==> config.mk <==
export PLATFORM = sky130hd
export DESIGN_NAME = msg_queue_arbiter
export DESIGN_NICKNAME = d
export VERILOG_FILES = /design/src/rtl/msi_pkg.sv /design/src/rtl/fifo.sv /design/src/rtl/msg_queue_arbiter.sv
export SDC_FILE = /design/constraint.sdc
export NUM_CORES = 1
export LEC_CHECK = 0
export CAP_MARGIN = 10
export CORE_ASPECT_RATIO = 1.1
export CORE_MARGIN = 2
export CORE_UTILIZATION = 60
export DETAILED_ROUTE_END_ITERATION = 10
export MAX_ROUTING_LAYER = met4
export PLACE_DENSITY = 0.86
export SETUP_SLACK_MARGIN = 0.15
export SYNTH_ARGS = -nofsm -noshare
export SYNTH_HDL_FRONTEND = slang
export SYNTH_HIERARCHICAL = 1
export SYNTH_SLANG_ARGS = --single-unit
==> constraint.sdc <==
create_clock -name clk_i -period 4.8 [get_ports clk_i]
set_input_delay 0.48 -clock clk_i [delete_from_list [all_inputs] [get_ports clk_i]]
set_output_delay 0.48 -clock clk_i [all_outputs]
set_load 0.05 [all_outputs]
==> src/rtl/msi_pkg.sv <==
// Shared types and defaults for the cache MSI request path: queue entry layout
// and the round-robin pointer increment used by the request arbiter.
package msi_pkg;

    localparam int unsigned MSI_NUM_REQ    = 4;
    localparam int unsigned MSI_DATA_WIDTH = 32;
    localparam int unsigned MSI_ID_WIDTH   = $clog2(MSI_NUM_REQ);

    // Default-configuration queue entry; packed so the id sits above the payload.
    typedef struct packed {
        logic [MSI_ID_WIDTH-1:0]   id;
        logic [MSI_DATA_WIDTH-1:0] data;
    } msi_entry_t;

    // Explicit wrap so requester counts that are not a power of two behave.
    function automatic int unsigned rr_wrap_inc(input int unsigned idx, input int unsigned num);
        return (idx == num - 1) ? 0 : idx + 1;
    endfunction

endpackage

==> src/rtl/fifo.sv <==
// Synchronous FIFO with optional fall-through, flush and fill-level output.
// usage_o wraps to 0 when the FIFO holds DEPTH entries.
module fifo #(
    parameter bit          FALL_THROUGH = 1'b0,
    parameter int unsigned DATA_WIDTH   = 32,
    parameter int unsigned DEPTH        = 8,
    parameter type         dtype        = logic [DATA_WIDTH-1:0],
    parameter int unsigned ADDR_DEPTH   = (DEPTH > 1) ? $clog2(DEPTH) : 1
) (
    input  logic                  clk_i,
    input  logic                  rst_ni,
    input  logic                  flush_i,
    input  logic                  testmode_i,
    output logic                  full_o,
    output logic                  empty_o,
    output logic [ADDR_DEPTH-1:0] usage_o,
    input  dtype                  data_i,
    input  logic                  push_i,
    output dtype                  data_o,
    input  logic                  pop_i
);

    dtype                  r_mem [DEPTH];
    logic [ADDR_DEPTH-1:0] r_rd_ptr;
    logic [ADDR_DEPTH-1:0] r_wr_ptr;
    logic [ADDR_DEPTH:0]   r_cnt;
    logic                  w_push;
    logic                  w_pop;
    logic                  w_bypass;
    logic                  w_unused_testmode;

    assign w_unused_testmode = testmode_i;

    assign full_o   = (r_cnt == (ADDR_DEPTH+1)'(DEPTH));
    assign empty_o  = (r_cnt == '0) & ~(FALL_THROUGH & push_i);
    assign usage_o  = r_cnt[ADDR_DEPTH-1:0];

    // A fall-through push into an empty FIFO that is popped the same cycle never lands in storage.
    assign w_bypass = FALL_THROUGH & (r_cnt == '0) & push_i;
    assign data_o   = w_bypass ? data_i : r_mem[r_rd_ptr];
    assign w_push   = push_i & ~full_o & ~(w_bypass & pop_i);
    assign w_pop    = pop_i & ~empty_o & ~w_bypass;

    function automatic logic [ADDR_DEPTH-1:0] ptr_inc(input logic [ADDR_DEPTH-1:0] p);
        return (p == ADDR_DEPTH'(DEPTH - 1)) ? '0 : p + 1'b1;
    endfunction

    always_ff @(posedge clk_i or negedge rst_ni) begin
        if (!rst_ni) begin
            r_rd_ptr <= '0;
            r_wr_ptr <= '0;
            r_cnt    <= '0;
        end else if (flush_i) begin
            r_rd_ptr <= '0;
            r_wr_ptr <= '0;
            r_cnt    <= '0;
        end else begin
            if (w_push) begin
                r_wr_ptr <= ptr_inc(r_wr_ptr);
            end
            if (w_pop) begin
                r_rd_ptr <= ptr_inc(r_rd_ptr);
            end
            if (w_push && !w_pop) begin
                r_cnt <= r_cnt + 1'b1;
            end else if (w_pop && !w_push) begin
                r_cnt <= r_cnt - 1'b1;
            end
        end
    end

    always_ff @(posedge clk_i or negedge rst_ni) begin
        if (!rst_ni) begin
            for (int i = 0; i < int'(DEPTH); i++) begin
                r_mem[i] <= '0;
            end
        end else if (w_push && !flush_i) begin
            r_mem[r_wr_ptr] <= data_i;
        end
    end

endmodule

==> src/rtl/msg_queue_arbiter.sv <==
// Round-robin arbiter sharing one request queue among NUM_REQ requesters;
// each entry is tagged with its source id and drained over valid/ready.
module msg_queue_arbiter
    import msi_pkg::*;
#(
    parameter int unsigned NUM_REQ    = MSI_NUM_REQ,
    parameter int unsigned DATA_WIDTH = MSI_DATA_WIDTH,
    parameter int unsigned DEPTH      = 8,
    parameter int unsigned ID_WIDTH   = $clog2(NUM_REQ),
    parameter int unsigned ADDR_DEPTH = $clog2(DEPTH)
) (
    input  logic                               clk_i,
    input  logic                               rst_ni,
    input  logic                               flush_i,
    input  logic                               testmode_i,
    input  logic [NUM_REQ-1:0]                 req_valid_i,
    input  logic [NUM_REQ-1:0][DATA_WIDTH-1:0] req_data_i,
    output logic [NUM_REQ-1:0]                 req_ready_o,
    output logic                               out_valid_o,
    input  logic                               out_ready_i,
    output logic [DATA_WIDTH-1:0]              out_data_o,
    output logic [ID_WIDTH-1:0]                out_id_o,
    output logic [ADDR_DEPTH-1:0]              usage_o,
    output logic                               full_o
);

    typedef struct packed {
        logic [ID_WIDTH-1:0]   id;
        logic [DATA_WIDTH-1:0] data;
    } entry_t;

    localparam int unsigned WAIT_W = $clog2(NUM_REQ + 1);
    localparam int          NUM_I  = int'(NUM_REQ);

    logic [ID_WIDTH-1:0] r_rr_q;
    logic [ID_WIDTH-1:0] w_winner;
    logic                w_any_valid;
    logic                w_grant_en;
    logic                w_empty;
    logic                w_pop;
    entry_t              w_push_entry;
    entry_t              w_head;
    logic [WAIT_W-1:0]   r_wait_cnt [NUM_REQ];

    // First valid index at or after rr, wrapping modulo NUM_REQ; lowest offset wins.
    function automatic logic [ID_WIDTH-1:0] pick_winner(input logic [NUM_REQ-1:0] valid,
                                                        input logic [ID_WIDTH-1:0] rr);
        logic [ID_WIDTH-1:0] win;
        int                  idx;
        win = rr;
        for (int k = NUM_I - 1; k >= 0; k--) begin
            idx = int'(rr) + k;
            if (idx >= NUM_I) begin
                idx = idx - NUM_I;
            end
            if (valid[idx]) begin
                win = ID_WIDTH'(idx);
            end
        end
        return win;
    endfunction

    // Handshakes: a transfer happens on a cycle where valid and ready are both high.
    // Ready on the request side depends on valid, so requesters must not wait for
    // ready before raising valid. Nothing is accepted while rst_ni is low.
    assign w_any_valid = |req_valid_i;
    assign w_winner    = pick_winner(req_valid_i, r_rr_q);
    assign w_grant_en  = w_any_valid & ~full_o & ~flush_i & rst_ni;

    always_comb begin
        req_ready_o = '0;
        if (w_grant_en) begin
            req_ready_o[w_winner] = 1'b1;
        end
    end

    assign w_push_entry.id   = w_winner;
    assign w_push_entry.data = req_data_i[w_winner];

    assign out_valid_o = ~w_empty & ~flush_i;
    assign w_pop       = out_valid_o & out_ready_i;
    assign out_data_o  = w_head.data;
    assign out_id_o    = w_head.id;

    always_ff @(posedge clk_i or negedge rst_ni) begin
        if (!rst_ni) begin
            r_rr_q <= '0;
        end else if (flush_i) begin
            r_rr_q <= '0;
        end else if (w_grant_en) begin
            r_rr_q <= ID_WIDTH'(rr_wrap_inc(32'(w_winner), NUM_REQ));
        end
    end

    fifo #(
        .FALL_THROUGH (1'b0),
        .DATA_WIDTH   (ID_WIDTH + DATA_WIDTH),
        .DEPTH        (DEPTH),
        .dtype        (entry_t)
    ) i_req_fifo (
        .clk_i      (clk_i),
        .rst_ni     (rst_ni),
        .flush_i    (flush_i),
        .testmode_i (testmode_i),
        .full_o     (full_o),
        .empty_o    (w_empty),
        .usage_o    (usage_o),
        .data_i     (w_push_entry),
        .push_i     (w_grant_en),
        .data_o     (w_head),
        .pop_i      (w_pop)
    );

    // Grants given to others while a requester keeps valid high and is passed over.
    always_ff @(posedge clk_i or negedge rst_ni) begin
        if (!rst_ni) begin
            for (int i = 0; i < NUM_I; i++) begin
                r_wait_cnt[i] <= '0;
            end
        end else begin
            for (int i = 0; i < NUM_I; i++) begin
                if (flush_i || !req_valid_i[i] || req_ready_o[i]) begin
                    r_wait_cnt[i] <= '0;
                end else if (w_grant_en) begin
                    r_wait_cnt[i] <= r_wait_cnt[i] + 1'b1;
                end
            end
        end
    end

    a_ready_onehot: assert property (@(posedge clk_i) disable iff (!rst_ni)
        $onehot0(req_ready_o));

    a_no_grant_full: assert property (@(posedge clk_i) disable iff (!rst_ni)
        full_o |-> (req_ready_o == '0));

    for (genvar g = 0; g < NUM_I; g++) begin : g_starve
        a_starvation: assert property (@(posedge clk_i) disable iff (!rst_ni)
            int'(r_wait_cnt[g]) < NUM_I);
    end

endmodule

==> impl_metrics.ini, run 1 <==
[outcome]
status = finished clean

[drt]
drt-pass1-iter-count = 4
totalWireLength_microns = 33600
vias = 9098
vias_per_cell = 6.18
drt_iter0_markers = 645
route.detailed.drc = 0
ant_nets = 0
wl_per_cell_microns = 22.8

[synthesis]
ys.flop_type = dfrtp_1
synth_cell_types = 53
syn-cell-area_sq_um = 14500
synth_compound_area_frac = 0.0411
avgSynthCellArea_sq_um = 14.5
async_flop_share = 1.00
synth_top_family_by_area = multiplexers
syn-num-nets = 1146
yosysSeqAreaShare = 0.491
yosys.area_share.adder = 0.00743
synthMuxAreaShare = 0.361
synth-xor-area-share = 0.00121
ys_seq_elements = 284
synth-simple-area-share = 0.0519
yosysWarnings = 6
netlist_instances = 1001
synth_edf_count = 0

[critical_path]
max_stage_delay_ns = 0.80
timing_worst_setup_path_type = in -> out
crit_chain = dlygate4sd3_1 > buf_8 > nor3b_1 > nand2b_1 > inv_2 > and2_1 > clkdlybuf4s50_1
crit_arrival_ns = 3.55
cp-end-kind = primary output
worst-path-buf-inv = 4
rrSetupSlack_ns = 1.01
cp_max_fo = 53
cpLargestDelayFamily = buffers and inverters
crit_required_ns = 4.32
worstSetupStartpointType = primary input
slowest_stage = clkdlybuf4s50_1

[global_routing]
grt_max_degree = 167
grt_pass1_vias = 9946
grt_pass1_wl_microns = 54400
grt_overflow = 0
grt_use_total = 0.277
antenna_found_initial = 1

[timing]
grt_setup_unrepaired = false
fin_skew_ns = 0.0117
hold_viol = 0
finalSetupViolCount = 0
drv_slew = 0
fmax_mhz = 248
period_minus_slack_ns = 4.03
fin_tns_setup_ns = 0
worst_pin_slew_ns = 1.13
finalCritPeriodShare = 0.840
max-slew-margin-rel = 0.245

[cts]
clk_pin_slew_worst_paths_ns = 0.06
cts_buffers = 28
cts_tree = yes
cts_max_path_buffers = 3
htreeDepth = 1
clk-insertion-delay-late_ns = 0.54
cts.sinks = 284
root_buffer = clkbuf_16

[run]
drv_cap = 0

[floorplan]
dieArea_sq_um = 25400
die_y_microns = 167
placeableCoreArea_sq_um = 23700
pin_count = 180
start_util = 0.611
rows = 59
die_w_microns = 152

[cells_and_area]
utilization = 0.725
num_antenna_cells = 0
multi_input_area_sq_um = 6720
final_common_cell = dfrtp_1
final_nets = 1292
final_cell_mix = dfrtp_1, mux2_2, clkdlybuf4s50_1, nand2_1, mux4_2
syn_to_final_growth_pct = 18.7
n_fill_cell = 1446
ff_latch_area_sq_um = 7110
drive_above_1_share = 0.346

[placed_design]
place_hpwl_microns = 20300
gp_congestion = 0.786
io_buffers = 178

[hold_path]
hold_path.class = in -> async

[pwr]
power.total_mw = 7.70
p_leak_nw = 8.07
ir_drop_v = 0.000333
p_per_area_nw_per_um2 = 448
-- where the power goes --
group	internal, mW	total, mW	switching (mW)
sequential	2.73	2.94	0.216
combinational	1.06	2.46	1.39
clock	1.37	2.30	0.925
-- cell usage after synthesis, types with 7 or more instances --
cell / number / area share
a21oi_1: 40 / 0.014
a32oi_1: 32 / 0.019
buf_2: 17 / 0.0059
buf_4: 10 / 0.0052
buf_6: 26 / 0.020
clkbuf_1: 19 / 0.0049
dfrtp_1: 284 / 0.49
ha_1: 7 / 0.0061
mux2_1: 60 / 0.047
mux2_2: 188 / 0.15
mux2_4: 59 / 0.061
mux4_2: 68 / 0.11
nand2_1: 102 / 0.026
nor2_1: 13 / 0.0034
-- path summary, 6_finish.rpt --
| kind | start | to | depth (start not counted) |
|---|---|---|---|
| max | rst_ni | req_ready_o[2] | 7 |
| min | rst_ni | i_req_fifo/r_mem[102] | 2 |
| max reg2reg | i_req_fifo/r_cnt[0] | i_req_fifo/r_mem[209] | 9 |
| min reg2reg | i_req_fifo/r_mem[161] | i_req_fifo/r_mem[161] | 1 |
| max in group asynchronous | rst_ni | i_req_fifo/r_rd_ptr[0] | 3 |
| min in group clk_i | i_req_fifo/r_mem[161] | i_req_fifo/r_mem[161] | 1 |
-- final cells by class --
class / instances / share of cell area
well taps: 305 / 0.0222
clock buffers: 39 / 0.0485
repair buffers: 196 / 0.114
clock inverters: 12 / 0.00852
inverters: 10 / 0.00218
flip-flops and latches: 284 / 0.414
multi-input cells: 627 / 0.391
-- registers in the layout (all words and copies together), names as in the netlist --
name,count
r_rr_q,2
i_req_fifo/r_mem,272
i_req_fifo/r_cnt,4
i_req_fifo/r_wr_ptr,3
i_req_fifo/r_rd_ptr,3
-- stage by stage --
stage	hold WS (ns)	instances	area [sq um]	setup WS (ns)
2_1_floorplan	0.184	1001	14500	1.58
3_3_place_gp	0.411	1421	16200	0.768
3_5_place_dp	0.409	1421	16200	0.641
4_1_cts	0.445	1473	17200	0.750
5_1_grt	0.462	1473	17200	0.473
6_report	0.434	1473	17200	0.768
-- metal layers --
layer	global-route usage	share of wire
met3	0.0364	0.046
met5	-	0
met2	0.481	0.52
met4	0.0642	0.017
met1	0.350	0.42
-- worst reg2reg max path, stage by stage (launching register included) --
cell and delay (ns):
dfrtp_1 0.53, or4b_4 0.26, inv_1 0.08, nor3b_1 0.51, nand2b_1 0.33, inv_2 0.27, nand2_4 0.12, nand4bb_2 0.73
buf_4 0.52, mux2_2 0.33
-- logic make-up after synthesis --
| logic type | after synthesis |
|---|---|
| AOI/OAI and AO/OA | 85 |
| xor gates and xnor gates | 2 |
| adders and majority gates | 8 |
| buffers and inverters | 90 |
| DFF | 284 |
| muxes | 377 |
| and+or+nand+nor | 155 |
-- what timing repair did --
action                    4_1_cts  5_1_grt
buffers inserted                0        0
hold endpoints to repair       50        0
gates resized for setup         0        0
hold buffers                    1        0
(Power assumes the default switching activity.)
==> run 2: changes to the inputs <==
Settings changed: CORE_UTILIZATION 60 to 51, PLACE_DENSITY 0.86 to 0.78.
Clock period 4.8 ns to 3.5 ns, I/O delays scaled along.
==> impl_metrics.ini, run 2 (synthesis gave the netlist of run 1 again) <==
[timing]
period_minus_slack_ns = 3.27
worst_pin_slew_ns = 0.905
drv_slew = 0
whs_ns = 0.484
fin_tns_setup_ns = 0
grt_setup_unrepaired = false
hold_viol = 0
finalCritPeriodShare = 0.935
finalWorstSetupSlack_ns = 0.226
fin_skew_ns = 0.0145
max-slew-margin-rel = 0.397
finalSetupViolCount = 0
fmax_mhz = 305

[floorplan]
die_y_microns = 181
die_w_microns = 165
rows = 64
start_util = 0.519
placeableCoreArea_sq_um = 27900
pin_count = 180
dieArea_sq_um = 29700

[critical_path]
cpLargestDelayFamily = buffers and inverters
cp_max_fo = 15
crit_arrival_ns = 2.92
cp-end-kind = primary output
max_stage_delay_ns = 0.72
worstSetupStartpointType = flip-flop
crit_required_ns = 3.15
worst-path-buf-inv = 2
crit_chain = buf_16 > mux4_2 > mux2_2 > clkdlybuf4s50_1
r2r-end = i_req_fifo/r_mem[72]
reg2reg_from = i_req_fifo/r_cnt[1]
timing_worst_setup_path_type = reg -> out
r2r_cells = 9
slowest_stage = clkdlybuf4s50_1
rrSetupSlack_ns = 0.38

[global_routing]
grt_max_degree = 133
grt_pass1_vias = 9589
grt_use_total = 0.237
antenna_found_initial = 2
grt_overflow = 0
grt_pass1_wl_microns = 53200

[placed_design]
io_buffers = 178
gp_congestion = 0.798
place_hpwl_microns = 21600
pre_cts_slack_ns = 0.191
dp.cells = 1500
place_area_sq_um = 16600

[pwr]
p_leak_nw = 8.40
ir_drop_v = 0.000423
p_per_area_nw_per_um2 = 588

[cts]
cts_buffers = 29
root_buffer = clkbuf_16
clk_pin_slew_worst_paths_ns = 0.06
cts.sinks = 284
cts_tree = yes
htreeDepth = 1
cts_max_path_buffers = 3
clk-insertion-delay-late_ns = 0.54

[drt]
vias_per_cell = 5.80
totalWireLength_microns = 33700
vias = 9022
drt_iter0_markers = 504
route.detailed.drc = 0
ant_nets = 0
wl_per_cell_microns = 21.7
drt-pass1-iter-count = 4

[cells_and_area]
top_register = i_req_fifo/r_mem
design_area_sq_um = 17600
drive_above_1_share = 0.358
fin_cells = 1556
reg_top3 = i_req_fifo/r_mem (272), i_req_fifo/r_cnt (4)
final_cell_mix = dfrtp_1, mux2_2, clkdlybuf4s50_1, nand2_1, mux4_2
largest_reg_flops = 272
final_common_cell = dfrtp_1
final_nets = 1315
ff_latch_area_sq_um = 7110
n_fill_cell = 2087
syn_to_final_growth_pct = 21.5
multi_input_area_sq_um = 6720

[outcome]
status = finished clean

[hold_path]
holdCritStartpoint = i_req_fifo/r_mem[160]
hold_end = i_req_fifo/r_mem[160]
min_path_cells = 1
hold_path.class = reg -> reg

[run]
drv_cap = 0
==> run 2: what timing repair did <==
item,4_1_cts,5_1_grt
endpoints found under the hold margin,35,0
pin swaps,0,0
buffers inserted,1,0
endpoints found under the setup margin,26,14
resized for setup,13,14
gates cloned,0,0
hold buffers,1,0
==> run 2: final cells by class <==
class | count | share of cell area
diodes | 1 | 0.000142
flip-flops and latches | 284 | 0.405
clock buffers | 42 | 0.0480
inverters | 10 | 0.00213
clock inverters | 11 | 0.00455
well taps | 363 | 0.0258
multi-input cells | 627 | 0.382
repair buffers | 218 | 0.133
==> run 2: metrics by stage <==
| stage | util | total power [mW] |
|---|---|---|
| 6_report | 0.631 | 10.3 |
| 2_1_floorplan | - | 6.33 |
| 5_1_grt | 0.631 | 10.8 |
| 3_3_place_gp | 0.596 | 7.37 |
| 4_1_cts | 0.630 | 10.4 |
| 3_5_place_dp | 0.596 | 7.47 |
==> run 2: where the power goes <==
| group | switching, mW | total (mW) | leakage, nW | internal (mW) |
|---|---|---|---|---|
| registers | 0.257 | 4.00 | 3.84 | 3.74 |
| clock network | 1.26 | 3.00 | 0.468 | 1.74 |
| logic | 1.91 | 3.34 | 4.09 | 1.43 |
==> run 2: per-layer routing <==
metal	part of all wire	up-vias	GRT usage
li1	-	4051	-
met1	0.44	4744	0.320
met2	0.50	186	0.392
met3	0.043	41	0.0273
met4	0.015	0	0.0445
met5	0	-	-
==> run 2: how the worst max path moves through the flow <==
stage	cells past startpoint	from	slack, ns	endpoint
floorplan	13	i_req_fifo/r_cnt[3]	0.30	i_req_fifo/r_mem[70]
global placement	9	req_valid_i[1]	0.25	i_req_fifo/r_mem[74]
detailed placement	9	req_valid_i[1]	0.19	i_req_fifo/r_mem[71]
CTS	4	i_req_fifo/r_rd_ptr[0]	0.15	out_id_o[0]
global route	4	i_req_fifo/r_rd_ptr[0]	0.16	out_data_o[31]
finish	4	i_req_fifo/r_rd_ptr[0]	0.23	out_data_o[14]
==> run 3: changes to the inputs <==
Settings changed: ABC_CLOCK_PERIOD_IN_PS set to 3500, SETUP_SLACK_MARGIN 0.15 to 0.02.
==> impl_metrics.ini, run 3 (synthesis gave the netlist of run 1 again) <==
[hold_path]
min_path_cells = 1
hold_path.class = reg -> reg
hold_end = i_req_fifo/r_mem[160]
holdCritStartpoint = i_req_fifo/r_mem[160]

[cells_and_area]
final_common_cell = dfrtp_1
final_nets = 1315
ff_latch_area_sq_um = 7110
drive_above_1_share = 0.358
top_register = i_req_fifo/r_mem
n_fill_cell = 2085
reg_top3 = i_req_fifo/r_mem (272), i_req_fifo/r_cnt (4)
largest_reg_flops = 272
final_cell_mix = dfrtp_1, mux2_2, clkdlybuf4s50_1, nand2_1, mux4_2
multi_input_area_sq_um = 6720
syn_to_final_growth_pct = 21.4

[global_routing]
grt_use_met3 = 0.0273
grt_pass1_wl_microns = 53200
antenna_found_initial = 2
grt_overflow = 0
gr-usage-met1 = 0.320
grt_use_total = 0.237
busiest_layer = met2
grt_pass1_vias = 9589
grt_use_met2 = 0.392
grt_max_degree = 133

[pwr]
p_comb_frac = 0.328
power.share.switching = 0.330
internal_power_mw = 6.98
switchingPower_mw = 3.43
p_per_area_nw_per_um2 = 593
clock_power_share = 0.288
ir_drop_v = 0.000441
seqPwrFrac = 0.384
p_leak_nw = 8.24

[timing]
worst_pin_slew_ns = 0.898
fin_tns_setup_ns = 0
fin_skew_ns = 0.0139
drv_slew = 0
period_minus_slack_ns = 3.39
fmax_mhz = 295
grt_setup_unrepaired = false
finalSetupViolCount = 0
hold_viol = 0
finalCritPeriodShare = 0.967
whs_ns = 0.484
max-slew-margin-rel = 0.401

[critical_path]
crit_chain = buf_4 > mux4_2 > mux2_2 > clkdlybuf4s50_1
rrSetupSlack_ns = 0.40
crit_required_ns = 3.15
worstSetupStartpointType = flip-flop
timing_worst_setup_path_type = reg -> out
crit_arrival_ns = 3.04
r2r_cells = 9
max_stage_delay_ns = 0.70
cp_max_fo = 15
slowest_stage = clkdlybuf4s50_1
reg2reg_from = i_req_fifo/r_cnt[1]
r2r-end = i_req_fifo/r_mem[72]
cp-end-kind = primary output

[drt]
drt_iter0_markers = 466
totalWireLength_microns = 33600
ant_nets = 0
route.detailed.drc = 0
vias_per_cell = 5.80
wl_per_cell_microns = 21.6
vias = 9029
drt-pass1-iter-count = 5

[run]
drv_cap = 0

[floorplan]
dieArea_sq_um = 29700
die_w_microns = 165
pin_count = 180
start_util = 0.519
rows = 64
die_y_microns = 181
placeableCoreArea_sq_um = 27900

[cts]
root_buffer = clkbuf_16
clk_pin_slew_worst_paths_ns = 0.06
cts.sinks = 284
cts_tree = yes
cts_max_path_buffers = 3
clk-insertion-delay-late_ns = 0.54
cts_buffers = 29
htreeDepth = 1

[placed_design]
gp_congestion = 0.798
place_hpwl_microns = 21600
io_buffers = 178

[outcome]
status = finished clean
run 3: changes by cell type in the layout (fill, tap and decap cells not counted), sizes merged:
cell           change
dlymetal6s2s      -13
clkdlybuf4s50     +26
dlygate4sd2       -13
run 3: final cells by class:
cell class              instances  share of cell area
flip-flops and latches        284               0.405
multi-input cells             627               0.383
clock buffers                  42              0.0481
inverters                      10             0.00214
well taps                     363              0.0259
diodes                          1            0.000142
clock inverters                11             0.00456
repair buffers                218               0.132
run 3: metrics by stage:
step                      setup slack (ns)  instances  instance area (sq um)  power [mW]   util
after floorplan                      0.297       1001                  14500        6.33      -
after global placement               0.252       1500                  16600        7.37  0.596
after detailed placement             0.191       1500                  16600        7.47  0.596
after CTS                           0.0363       1555                  17600        10.5  0.630
after global routing                0.0373       1555                  17600        10.9  0.630
final                                0.114       1556                  17600        10.4  0.630
run 3: critical path: cells and delay by family (launching register included):
| family | cells | cell delay, ns |
|---|---|---|
| buf+inv | 2 | 0.99 |
| flops | 1 | 0.65 |
| mux | 2 | 0.83 |
run 3: worst max-delay path by stage:
stage / to / start
2_1_floorplan: i_req_fifo/r_mem[70] / i_req_fifo/r_cnt[3]
3_3_place_gp: i_req_fifo/r_mem[74] / req_valid_i[1]
3_5_place_dp: i_req_fifo/r_mem[71] / req_valid_i[1]
4_1_cts: out_data_o[28] / i_req_fifo/r_rd_ptr[0]
5_1_grt: out_data_o[12] / i_req_fifo/r_rd_ptr[0]
6_report: out_data_o[12] / i_req_fifo/r_rd_ptr[0]
run 3: what timing repair did:
item	4_1_cts	5_1_grt
setup buffers	1	0
hold buffers	1	0
endpoints found under the hold margin	35	0
resized for setup	0	1
setup endpoints to repair	24	1
run 3: power groups by stage:
stage                     registers [mW]  clock network [mW]  logic [mW]
final                               4.00                3.00        3.41
after global routing                4.06                3.19        3.62
after CTS                           4.00                3.06        3.45
after detailed placement            4.06                   0        3.41
after global placement              4.02                   0        3.34
after floorplan                     3.94                   0        2.39
run 3: metal layers:
layer / share of wire / up-vias
li1: - / 4058
met1: 0.43 / 4757
met5: 0 / -
met3: 0.045 / 36
met2: 0.51 / 178
met4: 0.014 / 0
